==> src/rtl/mips_multicycle_core.sv <==
// Multi-cycle MIPS-subset core: one shared ALU, one unified req/ready memory port, FSM-sequenced.
// Optional feature macro MIPS_MC_ILLEGAL_TRAP_EN: undefined opcodes/functs halt the core instead of acting as NOPs.
module mips_multicycle_core #(
  parameter logic [31:0] RESET_PC = 32'h0000_0000,
  parameter int          ADDR_W   = 32
) (
  input  logic              clk,
  input  logic              rst,
  output logic              mem_req,
  output logic              mem_we,
  output logic [ADDR_W-1:0] mem_addr,
  output logic [31:0]       mem_wdata,
  input  logic [31:0]       mem_rdata,
  input  logic              mem_ready,
  output logic [ADDR_W-1:0] pc,
  output logic              retire,
  output logic              halted
);

  localparam logic [5:0] OP_RTYPE = 6'h00;
  localparam logic [5:0] OP_ADDI  = 6'h08;
  localparam logic [5:0] OP_LW    = 6'h23;
  localparam logic [5:0] OP_SW    = 6'h2B;
  localparam logic [5:0] OP_BEQ   = 6'h04;
  localparam logic [5:0] OP_BNE   = 6'h05;
  localparam logic [5:0] OP_J     = 6'h02;
  localparam logic [5:0] OP_HALT  = 6'h3F;

  localparam logic [5:0] FN_ADD = 6'h20;
  localparam logic [5:0] FN_SUB = 6'h22;
  localparam logic [5:0] FN_AND = 6'h24;
  localparam logic [5:0] FN_OR  = 6'h25;
  localparam logic [5:0] FN_SLT = 6'h2A;

  typedef enum logic [2:0] {
    S_FETCH,
    S_DECODE,
    S_EXEC,
    S_MEM,
    S_WB,
    S_HALT
  } state_t;

  state_t state_q, state_d;

  logic [ADDR_W-1:0] pc_q;
  logic [31:0]       ir_q;
  logic [31:0]       a_q, b_q, alu_q, mdr_q, tgt_q;
  logic [31:0]       rf [32];

  logic [5:0]         opc, fn;
  logic [4:0]         rs, rt, rd;
  logic signed [31:0] imm_sx;

  assign opc    = ir_q[31:26];
  assign rs     = ir_q[25:21];
  assign rt     = ir_q[20:16];
  assign rd     = ir_q[15:11];
  assign fn     = ir_q[5:0];
  assign imm_sx = {{16{ir_q[15]}}, ir_q[15:0]};

  logic is_r, r_ok, is_addi, is_lw, is_sw, is_beq, is_bne, is_j, is_halt, illegal;

  assign is_r    = (opc == OP_RTYPE);
  assign r_ok    = (fn == FN_ADD) || (fn == FN_SUB) || (fn == FN_AND) ||
                   (fn == FN_OR)  || (fn == FN_SLT);
  assign is_addi = (opc == OP_ADDI);
  assign is_lw   = (opc == OP_LW);
  assign is_sw   = (opc == OP_SW);
  assign is_beq  = (opc == OP_BEQ);
  assign is_bne  = (opc == OP_BNE);
  assign is_j    = (opc == OP_J);
  assign is_halt = (opc == OP_HALT);
  assign illegal = !((is_r && r_ok) || is_addi || is_lw || is_sw ||
                     is_beq || is_bne || is_j || is_halt);

  function automatic logic [31:0] alu_calc(input logic        r_type,
                                           input logic [5:0]  f,
                                           input logic [31:0] x,
                                           input logic [31:0] y);
    logic signed [31:0] xs;
    logic signed [31:0] ys;
    xs = x;
    ys = y;
    if (!r_type) return x + y;
    case (f)
      FN_SUB:  return x - y;
      FN_AND:  return x & y;
      FN_OR:   return x | y;
      FN_SLT:  return {31'd0, (xs < ys)};
      default: return x + y;
    endcase
  endfunction

  logic [31:0] pc_ext, pc_plus4, br_tgt, j_tgt, pc_nx, alu_b;
  logic        br_taken;

  assign pc_ext   = 32'(pc_q);
  assign pc_plus4 = pc_ext + 32'd4;
  assign br_tgt   = pc_plus4 + {imm_sx[29:0], 2'b00};
  assign j_tgt    = {pc_plus4[31:28], ir_q[25:0], 2'b00};
  assign alu_b    = is_r ? b_q : imm_sx;
  assign br_taken = (is_beq && (a_q == b_q)) || (is_bne && (a_q != b_q));

  always_comb begin
    pc_nx = pc_plus4;
    if (state_q == S_DECODE && is_j)
      pc_nx = j_tgt;
    else if (state_q == S_EXEC && br_taken)
      pc_nx = tgt_q;
  end

  // Undefined instructions reach WB too but never write the register file.
  logic [4:0]  wb_dst;
  logic        wb_kind, wb_en;
  logic [31:0] wb_data;

  assign wb_dst  = is_r ? rd : rt;
  assign wb_kind = (is_r && r_ok) || is_addi || is_lw;
  assign wb_en   = (state_q == S_WB) && wb_kind && (wb_dst != 5'd0);
  assign wb_data = is_lw ? mdr_q : alu_q;

  always_ff @(posedge clk or posedge rst) begin
    if (rst) state_q <= S_FETCH;
    else     state_q <= state_d;
  end

  always_comb begin
    state_d = state_q;
    case (state_q)
      S_FETCH:  if (mem_ready) state_d = S_DECODE;
      S_DECODE: begin
        if (is_halt)
          state_d = S_HALT;
`ifdef MIPS_MC_ILLEGAL_TRAP_EN
        else if (illegal)
          state_d = S_HALT;
`endif
        else if (is_j)
          state_d = S_FETCH;
        else
          state_d = S_EXEC;
      end
      S_EXEC: begin
        if (is_beq || is_bne)     state_d = S_FETCH;
        else if (is_lw || is_sw)  state_d = S_MEM;
        else                      state_d = S_WB;
      end
      S_MEM:    if (mem_ready) state_d = is_sw ? S_FETCH : S_WB;
      S_WB:     state_d = S_FETCH;
      S_HALT:   state_d = S_HALT;
      default:  state_d = S_FETCH;
    endcase
  end

  // Request drops combinationally with rst so an in-flight access is abandoned at once.
  always_comb begin
    mem_req   = 1'b0;
    mem_we    = 1'b0;
    mem_addr  = pc_q;
    mem_wdata = 32'd0;
    retire    = 1'b0;
    halted    = 1'b0;
    case (state_q)
      S_FETCH:  mem_req = 1'b1;
      S_DECODE: retire  = is_j;
      S_EXEC:   retire  = is_beq || is_bne;
      S_MEM: begin
        mem_req   = 1'b1;
        mem_addr  = {alu_q[ADDR_W-1:2], 2'b00};
        mem_we    = is_sw;
        mem_wdata = is_sw ? b_q : 32'd0;
        retire    = is_sw && mem_ready;
      end
      S_WB:     retire = 1'b1;
      S_HALT:   halted = 1'b1;
      default:  ;
    endcase
    if (rst) mem_req = 1'b0;
  end

  always_ff @(posedge clk or posedge rst) begin
    if (rst) begin
      pc_q <= RESET_PC[ADDR_W-1:0];
      ir_q <= 32'd0;
    end else begin
      if (state_q == S_FETCH && mem_ready) ir_q <= mem_rdata;
      if (retire)                          pc_q <= pc_nx[ADDR_W-1:0];
    end
  end

  // Operand/result latches between phases; always written before they are consumed.
  always_ff @(posedge clk) begin
    if (state_q == S_DECODE) begin
      a_q   <= rf[rs];
      b_q   <= rf[rt];
      tgt_q <= br_tgt;
    end
    if (state_q == S_EXEC)               alu_q <= alu_calc(is_r, fn, a_q, alu_b);
    if (state_q == S_MEM && mem_ready)   mdr_q <= mem_rdata;
  end

  always_ff @(posedge clk or posedge rst) begin
    if (rst) begin
      for (int i = 0; i < 32; i++) rf[i] <= 32'd0;
    end else if (wb_en) begin
      rf[wb_dst] <= wb_data;
    end
  end

  assign pc = pc_q;

  logic unused_bits;
  assign unused_bits = ^{ir_q[10:6], alu_q[1:0], illegal};

endmodule

==> config.mk <==
export PLATFORM = sky130hd
export DESIGN_NAME = mips_multicycle_core
export DESIGN_NICKNAME = d
export VERILOG_FILES = /design/src/rtl/mips_multicycle_core.sv
export SDC_FILE = /design/constraint.sdc
export NUM_CORES = 2
export LEC_CHECK = 0
export CORE_MARGIN = 1
export CORE_UTILIZATION = 57
export DETAILED_ROUTE_END_ITERATION = 7
export PLACE_DENSITY = 0.81
export SLEW_MARGIN = 15
export SYNTH_ARGS = -nofsm -noshare
export SYNTH_HDL_FRONTEND = slang
export SYNTH_SLANG_ARGS = --single-unit
==> constraint.sdc <==
create_clock -name clk -period 39.1 [get_ports clk]
set_input_delay 7.82 -clock clk [delete_from_list [all_inputs] [get_ports clk]]
set_output_delay 7.82 -clock clk [all_outputs]
set_load 0.01 [all_outputs]
==> flow_summary.json <==
{
  "status": "completed",
  "clkPwrFrac_pct": 23.2,
  "cts_setup_buffers": 0,
  "syn_inst": 5975,
  "grt_antenna_before_repair": 9,
  "multi_input_area_um2": 33730,
  "synth_nets": 6140,
  "io_pins": 135,
  "cp.required_ps": 31280,
  "yosys.area.top_type": "dfrtp_1",
  "yosys.cell_types.count": 77,
  "rows": 126,
  "die_w_um": 348.5,
  "hold_viol_final": 0,
  "nets": 5965,
  "ys_seq_elements": 1251,
  "finalSetupTns_ps": 0,
  "syn_avg_cell_area_um2": 11.45,
  "port_buffers": 134,
  "power_density_nw_per_um2": 69.97,
  "crit_family": "buffers and inverters",
  "path_clk_slew_ps": 70,
  "postRouteAntennaNets": 0,
  "place_congestion": 0.9888,
  "ys_top_cells_by_count": "dfrtp_1, nor2_1, a21oi_1",
  "regArea_um2": 32140,
  "dieHeight_um": 348.5,
  "grt_pass1_wl_um": 325200,
  "min_period_ps": 17870,
  "synthArstFlopShare_pct": 87.21,
  "setup_slack_ps": 21230,
  "track_usage_pct": 35.81,
  "synth.top_cell.area_share_pct": 39.89,
  "synth_edf_count": 160,
  "htreeDepth": 3,
  "cp_num_buf_inv": 4,
  "drt_wl_total_um": 215900,
  "cts_hold_buf": 0,
  "drv_slew": 0,
  "tightest_slew_ps": 1255,
  "dieArea_um2": 121500,
  "drc": 0,
  "cts_sinks": 1251,
  "setup_viol": 0,
  "cpMostUsedCell": "clkdlybuf4s50_1",
  "post-place-ws_ps": 21250,
  "clock_path_buffers": 3,
  "drt_pass1_iterations": 6,
  "rsz0062_at_grt": "false",
  "cp.depth": 5,
  "initialDrtViolationCount": 7588,
  "hold_depth": 0,
  "swShare_pct": 41.31,
  "comb_power_share_pct": 43.7,
  "crit_fanout": 45,
  "syn2layout_area_growth_pct": 9.064,
  "hpwlAfterDp_um": 127700,
  "p_sw_mw": 2.158,
  "max_stage_delay_ps": 670,
  "synth_area_leaders": "dfrtp_1, mux4_2, edfxtp_1, a21oi_1, nor2_1",
  "fmax_mhz": 55.97,
  "start_util_pct": 57.73,
  "first_global_vias": 53560,
  "clock_latency_ps": 750,
  "yosysMostFrequentCell": "dfrtp_1",
  "critical_path.cell_chain": "clkdlybuf4s50_1 -> a211oi_2 -> buf_4 -> inv_2 -> clkdlybuf4s50_1",
  "grt_overflow_total": 0,
  "cap_violations": 0,
  "cp_data_arrival_time_ps": 10050,
  "crit_path_end_kind": "output pin",
  "critPathKind": "input port to output pin",
  "drive_gt1_share_pct": 19.96,
  "timing.final.crit_share_pct": 45.69,
  "cts_tree": "built",
  "pwr-share-seq_pct": 33.1,
  "timing.hold.ws_ps": 397.7,
  "root_buffer": "clkbuf_16",
  "synthFlopType": "dfrtp_1",
  "core_area_um2": 118600,
  "dr_total_vias": 52720,
  "vias_per_cell": 7.029,
  "cts_resized": 0,
  "leakagePower_nw": 31.70,
  "crit_path_top_delay_cell": "clkdlybuf4s50_1",
  "reg2reg_depth": 16,
  "grt_max_degree": 186,
  "synth_area_um2": 68440,
  "min_path_type": "flop to flop",
  "fill_cells": 8540,
  "vdd_drop_max_v": 0.00007969,
  "p_int_mw": 3.065,
  "finalPower_mw": 5.223,
  "synth-seq-area-share_pct": 46.91,
  "cts_made_buffers": 119,
  "wl_per_cell_um": 28.78,
  "relSlewSlack_pct": 16.35,
  "crit_path_start_kind": "input port",
  "yosysWarningCount": 0,
  "finalClockSkew_ps": 41.31
}
-- per-stage QoR --
stage / std cells / cell area (µm²) / utilization [%]
after floorplan: 5975 / 68440 / -
after global routing: 7498 / 74640 / 62.96
after global placement: 7279 / 70570 / 59.53
after detailed placement: 7279 / 70570 / 59.53
after CTS: 7498 / 74640 / 62.96
final: 7500 / 74640 / 62.96
-- cells by family after synthesis --
kind of cell,after synthesis,synth area share (%)
AND/OR/NAND/NOR,1547,9.629
AO/OA/AOI/OAI,1466,11.81
adder cells (fa/ha/maj),130,2.410
flip-flops,1251,46.91
buffers and inverters,663,4.106
XOR/XNOR,120,1.536
multiplexers,798,23.60
-- path summary, 6_finish.rpt --
kind	startpoint	to	slack, ps
max	mem_ready	retire	21230
min	rf[998]	rf[998]	400
max reg2reg	ir_q[29]	alu_q[25]	32980
min reg2reg	rf[998]	rf[998]	400
max in group asynchronous	rst	rf[0]	27400
min in group asynchronous	rst	pc[1]	7650
-- cell usage in the layout (no fill, tap or decap), types with 22 or more instances in the layout --
master / count
clkbuf_1: 27
xor2_1: 59
mux2i_2: 33
edfxtp_1: 160
dfrtp_1: 1081
a22oi_1: 22
o21ai_1: 54
clkbuf_8: 23
a21o_1: 46
mux4_2: 640
nor3_1: 26
clkdlybuf4s50_1: 134
and2_1: 38
o21ai_0: 493
a21oi_1: 652
nand2_1: 614
inv_1: 111
nand2b_1: 22
mux2_2: 120
nor2_1: 683
clkinv_2: 24
xnor2_1: 61
buf_4: 117
a31oi_1: 32
clkbuf_16: 122
ha_1: 127
nand3_1: 27
-- sequential cells by signal, indices dropped and copies added, names as in the netlist, 32 cells and up --
| register | flops |
|---|---|
| b_q | 32 |
| rf | 1024 |
| pc | 32 |
| ir_q | 32 |
| alu_q | 32 |
| tgt_q | 32 |
| mdr_q | 32 |
| a_q | 32 |
-- routing by layer --
metal,routed length (µm),global-route usage [%],up-vias
li1,-,-,21430
met1,73000,44.94,26220
met2,98520,55.26,4034
met3,29210,10.27,1028
met4,15090,22.18,8
met5,57,0,-
-- cell type report --
type                       instances  share of cell area, %
timing repair buffer             253                  3.027
clock buffer                     172                  4.650
clock inverter                    47                 0.7962
sequential                      1251                  43.05
inverter                         114                 0.5900
multi-input combinational       4061                  45.19
antenna                            2               0.006705
tap                             1600                  2.682
-- power groups by stage --
| stage | Clock, mW | Combinational (mW) | Sequential, mW |
|---|---|---|---|
| floorplan | 0 | 1.64 | 1.62 |
| global placement | 0 | 2.21 | 1.73 |
| detailed placement | 0 | 2.22 | 1.74 |
| CTS | 1.21 | 2.24 | 1.72 |
| global route | 1.26 | 2.42 | 1.74 |
| finish | 1.21 | 2.28 | 1.73 |
-- worst reg2reg max path, stage by stage, from the launching register on --
cell and delay (ps):
dfrtp_1 490, or3_4 470, nor4_4 170, buf_4 530
nand2_1 210, nand2_1 120, inv_1 60, ha_1 420
inv_1 90, o221ai_1 270, a21oi_1 250, a41oi_1 380
o41ai_1 160, a21oi_1 390, o221ai_1 410, a311o_1 380
o21ai_0 930
(Power assumes the default switching activity.)
